## config.mk

```make
export PLATFORM = sky130hd
export DESIGN_NAME = instruction_fetch
export DESIGN_NICKNAME = d
export VERILOG_FILES = /design/src/rtl/instruction_fetch_pkg.sv /design/src/rtl/instruction_fetch.sv
export SDC_FILE = /design/constraint.sdc
export NUM_CORES = 1
export LEC_CHECK = 0
export ABC_AREA = 0
export CAP_MARGIN = 20
export CORE_ASPECT_RATIO = 0.5
export CORE_MARGIN = 3
export CORE_UTILIZATION = 45
export DETAILED_ROUTE_END_ITERATION = 8
export PLACE_DENSITY = 0.75
export SYNTH_ARGS = -nofsm -noshare
export SYNTH_HDL_FRONTEND = slang
export SYNTH_SLANG_ARGS = --single-unit
```

## constraint.sdc

```tcl
create_clock -name clk -period 17.35 [get_ports clk]
set_input_delay 5.205 -clock clk [delete_from_list [all_inputs] [get_ports clk]]
set_output_delay 5.205 -clock clk [all_outputs]
set_load 0.01 [all_outputs]
```

## src/rtl/instruction_fetch_pkg.sv

```systemverilog
// Shared definitions for the instruction fetch stage: FSM states and reset constants.
package instruction_fetch_pkg;

    // Fetch FSM: no request, request outstanding, one fetched word parked in skid.
    typedef enum logic [1:0] {
        ST_IDLE = 2'd0,
        ST_REQ  = 2'd1,
        ST_SKID = 2'd2
    } fetch_state_e;

    localparam logic [31:0] IF_NOP_INSTR = 32'h0000_0013;  // addi x0,x0,0
    localparam logic [31:0] IF_RESET_PC  = 32'h0000_0000;

endpackage

```

## src/rtl/instruction_fetch.sv

```systemverilog
// Instruction fetch stage: single-outstanding imem request, registered output slot,
// one-entry skid buffer so an ack under a downstream stall is never lost, and
// redirect handling that squashes wrong-path words (including in-flight ones).
module instruction_fetch
    import instruction_fetch_pkg::*;
#(
    parameter logic [31:0] RESET_PC  = IF_RESET_PC,
    parameter logic [31:0] NOP_INSTR = IF_NOP_INSTR
) (
    input  logic        clk,
    input  logic        rst,
    output logic        imem_req,
    output logic [31:0] imem_addr,
    input  logic        imem_ack,
    input  logic [31:0] imem_rdata,
    input  logic        stall,
    input  logic        redirect,
    input  logic [31:0] redirect_pc,
    output logic [31:0] Instruction32,
    output logic [31:0] pc_out,
    output logic        inst_valid
);

    fetch_state_e state_q, state_d;
    logic [31:0]  pc_q, pc_d;
    logic [31:0]  instr_q, instr_d;
    logic [31:0]  pc_out_q, pc_out_d;
    logic         valid_q, valid_d;
    logic [31:0]  skid_instr_q, skid_instr_d;
    logic [31:0]  skid_pc_q, skid_pc_d;
    logic         skid_vld_q, skid_vld_d;
    logic         pend_q, pend_d;
    logic [31:0]  pend_pc_q, pend_pc_d;

    logic         slot_free;
    logic [31:0]  tgt;

    assign slot_free = !valid_q || !stall;
    assign tgt       = redirect_pc & ~32'h3;

    assign imem_req      = (state_q == ST_REQ);
    assign imem_addr     = pc_q;
    assign Instruction32 = instr_q;
    assign pc_out        = pc_out_q;
    assign inst_valid    = valid_q;

    // Next-state: consumption first, then redirect (highest priority) or per-state action.
    always_comb begin
        state_d      = state_q;
        pc_d         = pc_q;
        instr_d      = instr_q;
        pc_out_d     = pc_out_q;
        valid_d      = valid_q;
        skid_instr_d = skid_instr_q;
        skid_pc_d    = skid_pc_q;
        skid_vld_d   = skid_vld_q;
        pend_d       = pend_q;
        pend_pc_d    = pend_pc_q;

        // Output consumed (or empty): show a bubble unless something is loaded below.
        if (slot_free) begin
            valid_d = 1'b0;
            instr_d = NOP_INSTR;
        end

        if (redirect) begin
            valid_d    = 1'b0;
            instr_d    = NOP_INSTR;
            skid_vld_d = 1'b0;
            if (state_q == ST_REQ && !imem_ack) begin
                // Request still in flight: it cannot be withdrawn, so remember the
                // target and drop whatever comes back.
                pend_d    = 1'b1;
                pend_pc_d = tgt;
            end else begin
                pc_d    = tgt;
                pend_d  = 1'b0;
                state_d = ST_REQ;
            end
        end else begin
            case (state_q)
                ST_IDLE: begin
                    if (slot_free) state_d = ST_REQ;
                end
                ST_REQ: begin
                    if (imem_ack) begin
                        if (pend_q) begin
                            pc_d   = pend_pc_q;
                            pend_d = 1'b0;
                        end else if (slot_free) begin
                            instr_d  = imem_rdata;
                            pc_out_d = pc_q;
                            valid_d  = 1'b1;
                            pc_d     = pc_q + 32'd4;
                        end else begin
                            skid_instr_d = imem_rdata;
                            skid_pc_d    = pc_q;
                            skid_vld_d   = 1'b1;
                            pc_d         = pc_q + 32'd4;
                            state_d      = ST_SKID;
                        end
                    end
                end
                ST_SKID: begin
                    if (!stall && skid_vld_q) begin
                        instr_d    = skid_instr_q;
                        pc_out_d   = skid_pc_q;
                        valid_d    = 1'b1;
                        skid_vld_d = 1'b0;
                        state_d    = ST_REQ;
                    end
                end
                default: state_d = ST_IDLE;
            endcase
        end
    end

    // State registers; reset abandons any outstanding request.
    always_ff @(posedge clk or posedge rst) begin
        if (rst) begin
            state_q      <= ST_IDLE;
            pc_q         <= RESET_PC;
            instr_q      <= NOP_INSTR;
            pc_out_q     <= 32'h0;
            valid_q      <= 1'b0;
            skid_instr_q <= 32'h0;
            skid_pc_q    <= 32'h0;
            skid_vld_q   <= 1'b0;
            pend_q       <= 1'b0;
            pend_pc_q    <= 32'h0;
        end else begin
            state_q      <= state_d;
            pc_q         <= pc_d;
            instr_q      <= instr_d;
            pc_out_q     <= pc_out_d;
            valid_q      <= valid_d;
            skid_instr_q <= skid_instr_d;
            skid_pc_q    <= skid_pc_d;
            skid_vld_q   <= skid_vld_d;
            pend_q       <= pend_d;
            pend_pc_q    <= pend_pc_d;
        end
    end

endmodule
```

==> results.md <==
- The y dimension of the die is 106 um.
- In this run the static leakage power is between 4 and 5 nW.
- The post-synthesis instance total is 806.
- The total inserted antenna cells is 0.
- The effective utilization at floorplan is 0.471.
- The number of sinks driven by the clock tree is 189.
- The synthesized netlist occupies a cell area of 8920 um2.
- The number of cell rows is 35.
- Across the run, the number of max-cap violations was 0.
- The number of different library cells in the post-synthesis netlist is 63.
- The hold path startpoint is pc_out[20].
- The mean cell area of the mapped netlist is 11.1 um2.
- The DRC marker count from the first detailed-route iteration is 458.
- The TritonCTS buffer count is 17.
- The worst setup path is launched from an input pin.
- The most instantiated library cell after synthesis is sky130_fd_sc_hd__dfrtp_1.
- In this run the count of I/O pins placed on the die edge is 167.
- The type of the worst setup path is in -> reg.
- For the worst setup path, the data required time is approximately 18 ns.
- The run finished with clean final reports.
- The total of endpoints with negative setup slack in the final report is 0.
- The maximum number of pins on one net before global-route repair is 129.
- The clock latency reported for the late side of the worst-skew pair is 0.42 ns.
- The detailed-routing iteration count for the pre-antenna-repair pass is 5.
- During synthesis, Yosys emitted a total of 0 warnings.
- Of all nets on the critical path, the largest fanout is 51.
- From synthesis to final layout, the design area changed by 26.8%.
- The floorplan step defined a die boundary enclosing 21600 um2.
- Adding up every negative setup slack in the final design gives 0 ns.
- Yosys attributes the largest share of cell area to sky130_fd_sc_hd__dfrtp_1 (52%), sky130_fd_sc_hd__mux2_2 (11%), sky130_fd_sc_hd__o21ai_0 (4.4%), sky130_fd_sc_hd__mux2i_1 (4.3%), sky130_fd_sc_hd__o2bb2ai_1 (3.3%).
- The commonest cells after synthesis are sky130_fd_sc_hd__dfrtp_1 (186), sky130_fd_sc_hd__mux2_2 (88), sky130_fd_sc_hd__nand2_1 (79), sky130_fd_sc_hd__o21ai_0 (78).
- The DRC violations left is 0.
- The first global-routing pass estimated ~36000 um of wire.
- The average routed wire per standard cell is roughly 18 um.
- The number of nets in the finished design is 1012.
- The initial antenna violation count is 0.
- The die is a little over 200 um wide.
- The detail route stage leaves a number of antenna-violating nets equal to 0.
- The total number of vias is 6809.
- Counting both buffers and inverters, the worst setup path holds a total of 2.
- The endpoint kind of the worst setup timing path is a flop.
- IR analysis of the VDD net gives a maximum drop of 0.0937 mV.
- The number of global-route vias before repair is 6796.
- The worst max-slew margin expressed relative to the limit is 0.367.
- No sink is reached through more buffers than the 2 on the longest clock path.
- The mean number of vias per cell is approximately 5.6.
- The post-route fraction of the period consumed by the critical path is 0.456.
- Of the synthesized area, sequential elements account for 0.531.
- In this run the standard cell core region covers 18900 um2.
- TritonCTS built the clock tree.
- The post-cts gate resize count is 0.
- The worst register-to-register path begins at state_q[1].
- Setup repair after global routing left no endpoint under its margin.
- The HPWL after detailed placement is between 10000 and 15000 um.
- Traced cell by cell, the critical path runs through clkdlybuf4s50_1 > nand3b_1 > nand2b_1 > nor2_4 > buf_4 > mux2_2.
- Across all hold checks on the routed design, the worst slack comes to approximately 0.48 ns.
- The final total power is between 1.5 and 2 mW.
- In the synthesized netlist the dominant register cell turns out to be sky130_fd_sc_hd__dfrtp_1.
- The number of setup buffers added after CTS is 0.
- The arrival time of data at the critical path endpoint is 8.22 ns.
- The total global routing overflow is 0.
- Hold repair after CTS inserted 0 buffers.
- For the final database, setup skew stands at between 0.01 and 0.015 ns.
- The clock root buffer is sky130_fd_sc_hd__clkbuf_16.
- The count of buffers from port buffering is 160.
- The number of synthesized register bits is about 190.
- In this run the number of H-tree levels came out at 4.
- Of the post-synthesis cell area, the dominant cell type holds 0.522.
- The clock period could shrink to a little under 8 ns.
- The final number of hold-violating endpoints is 0.
- The most critical setup path has its startpoint at imem_ack.
- The number of flops mapped to enable cells by yosys is 0.
- The max-slew violation count came to 0.
- The kind of cell with the highest combined delay on the critical path is buffers and inverters.
- The share of layout cells above drive strength 1 is 0.157.
- For the pin with the worst max-slew slack, the measured transition is roughly 0.95 ns.
- The post-CTS clock slew at the launch and capture registers of the worst setup and hold paths is 0.07 ns.
- For this run, the total global-route usage over all layers was measured as 0.207.
- The min-delay analysis places its worst path in the category reg -> reg.
- The placer congestion estimate is between 0.7 and 0.8.
- Among all stages on the critical path, the largest delay is contributed by sky130_fd_sc_hd__buf_4.
- The delay of the slowest cell on the worst path is 0.65 ns.
- After detailed routing, the total wire length is ~22000 um.
- The synthesized design spends more area on one cell type than any other, namely sky130_fd_sc_hd__dfrtp_1.
- Power spread over the standard cell area amounts to 157 nW/um2.
- For this run, the top clock speed supported by timing is 0.126 GHz.
- The async set-or-reset flop fraction in the synthesized netlist is 1.00.
sequential cells by signal, indices dropped and copies added (netlist names):
name / flops
Instruction32: 32
skid_instr_q: 32
imem_addr: 30
pc_out: 30
pend_pc_q: 30
skid_pc_q: 30
state_q: 2
inst_valid: 1
pend_q: 1
skid_vld_q: 1
kinds of logic (layout without fill, tap and decap cells):
group | Yosys count | count (layout) | share of synthesized area
AO/OA/AOI/OAI | 216 | 216 | 0.157
flip-flops | 189 | 189 | 0.531
AND/OR/NAND/NOR | 178 | 178 | 0.0985
multiplexers | 129 | 129 | 0.158
buffers and inverters | 75 | 216 | 0.0354
XOR/XNOR | 13 | 13 | 0.0128
adder cells (fa/ha/maj) | 5 | 5 | 0.00702
other | 1 | 4 | 0.000421
per-layer routing:
layer | track usage | vias up | wire length, um
met4 | 0.0502 | 0 | 210
met2 | 0.340 | 171 | 10900
li1 | - | 3182 | -
met1 | 0.280 | 3437 | 10100
met3 | 0.0457 | 19 | 1110
met5 | 0 | - | 0
layout by cell type, fill, tap and decap left out, types with 4 or more instances in the layout:
master	n
sky130_fd_sc_hd__clkdlybuf4s50_1	159
sky130_fd_sc_hd__o21a_1	5
sky130_fd_sc_hd__mux2i_1	37
sky130_fd_sc_hd__a31oi_1	8
sky130_fd_sc_hd__o2bb2ai_1	34
sky130_fd_sc_hd__inv_6	4
sky130_fd_sc_hd__nand4_1	6
sky130_fd_sc_hd__inv_1	11
sky130_fd_sc_hd__conb_1	4
sky130_fd_sc_hd__nand2_1	79
sky130_fd_sc_hd__and3_1	11
sky130_fd_sc_hd__xor2_1	6
sky130_fd_sc_hd__nand3_1	23
sky130_fd_sc_hd__nor2_1	22
sky130_fd_sc_hd__and2_1	4
sky130_fd_sc_hd__o21ai_0	78
sky130_fd_sc_hd__xnor2_1	7
sky130_fd_sc_hd__ha_1	4
sky130_fd_sc_hd__nand2b_1	8
sky130_fd_sc_hd__mux2_2	88
sky130_fd_sc_hd__o211ai_1	5
sky130_fd_sc_hd__clkbuf_16	17
sky130_fd_sc_hd__dfrtp_1	186
sky130_fd_sc_hd__buf_4	11
sky130_fd_sc_hd__a21oi_1	30
sky130_fd_sc_hd__a22oi_1	31
sky130_fd_sc_hd__nor3_1	4
power breakdown:
group          leakage [nW]  internal (mW)  switching (mW)
clock                 0.271          0.213           0.172
sequential             2.43          0.599           0.146
combinational          2.03          0.337           0.314
total                  4.73           1.15           0.632
final cells by class:
| class | count | area (um2) |
|---|---|---|
| sequential | 189 | 4730 |
| fill | 1595 | 7610 |
| tap | 259 | 324 |
| inverter | 12 | 52.6 |
| clock buffer | 19 | 433 |
| timing repair buffer | 173 | 1730 |
| multi-input combinational | 545 | 3900 |
| clock inverter | 12 | 136 |
worst paths after layout:
path / end / slack (ns) / cells past startpoint
min reg2reg: pc_out[20] / 0.48 / 2
min: pc_out[20] / 0.48 / 2
max reg2reg: skid_pc_q[11] / 13.73 / 7
min in group asynchronous: skid_instr_q[26] / 5.30 / 2
max: skid_pc_q[11] / 9.43 / 6
max in group asynchronous: imem_addr[19] / 10.51 / 3
stage by stage:
stage,std cells,area (um2),setup WS (ns),utilization
6_report,1209,11300,9.43,0.598
5_1_grt,1209,11300,9.35,0.598
4_1_cts,1208,11300,9.44,0.597
3_5_place_dp,1177,10700,9.00,0.567
3_3_place_gp,1176,10700,9.03,0.565
2_1_floorplan,809,8930,7.01,-
worst reg2reg max path: stages, from the launching register on:
cell	delay, ns
sky130_fd_sc_hd__dfrtp_1	0.43
sky130_fd_sc_hd__inv_1	0.12
sky130_fd_sc_hd__ha_1	0.53
sky130_fd_sc_hd__nand3b_1	0.32
sky130_fd_sc_hd__nand2b_1	0.51
sky130_fd_sc_hd__nor2_4	0.46
sky130_fd_sc_hd__buf_4	0.65
sky130_fd_sc_hd__mux2_2	0.48
Note: power is estimated with default switching activity, not from simulation.
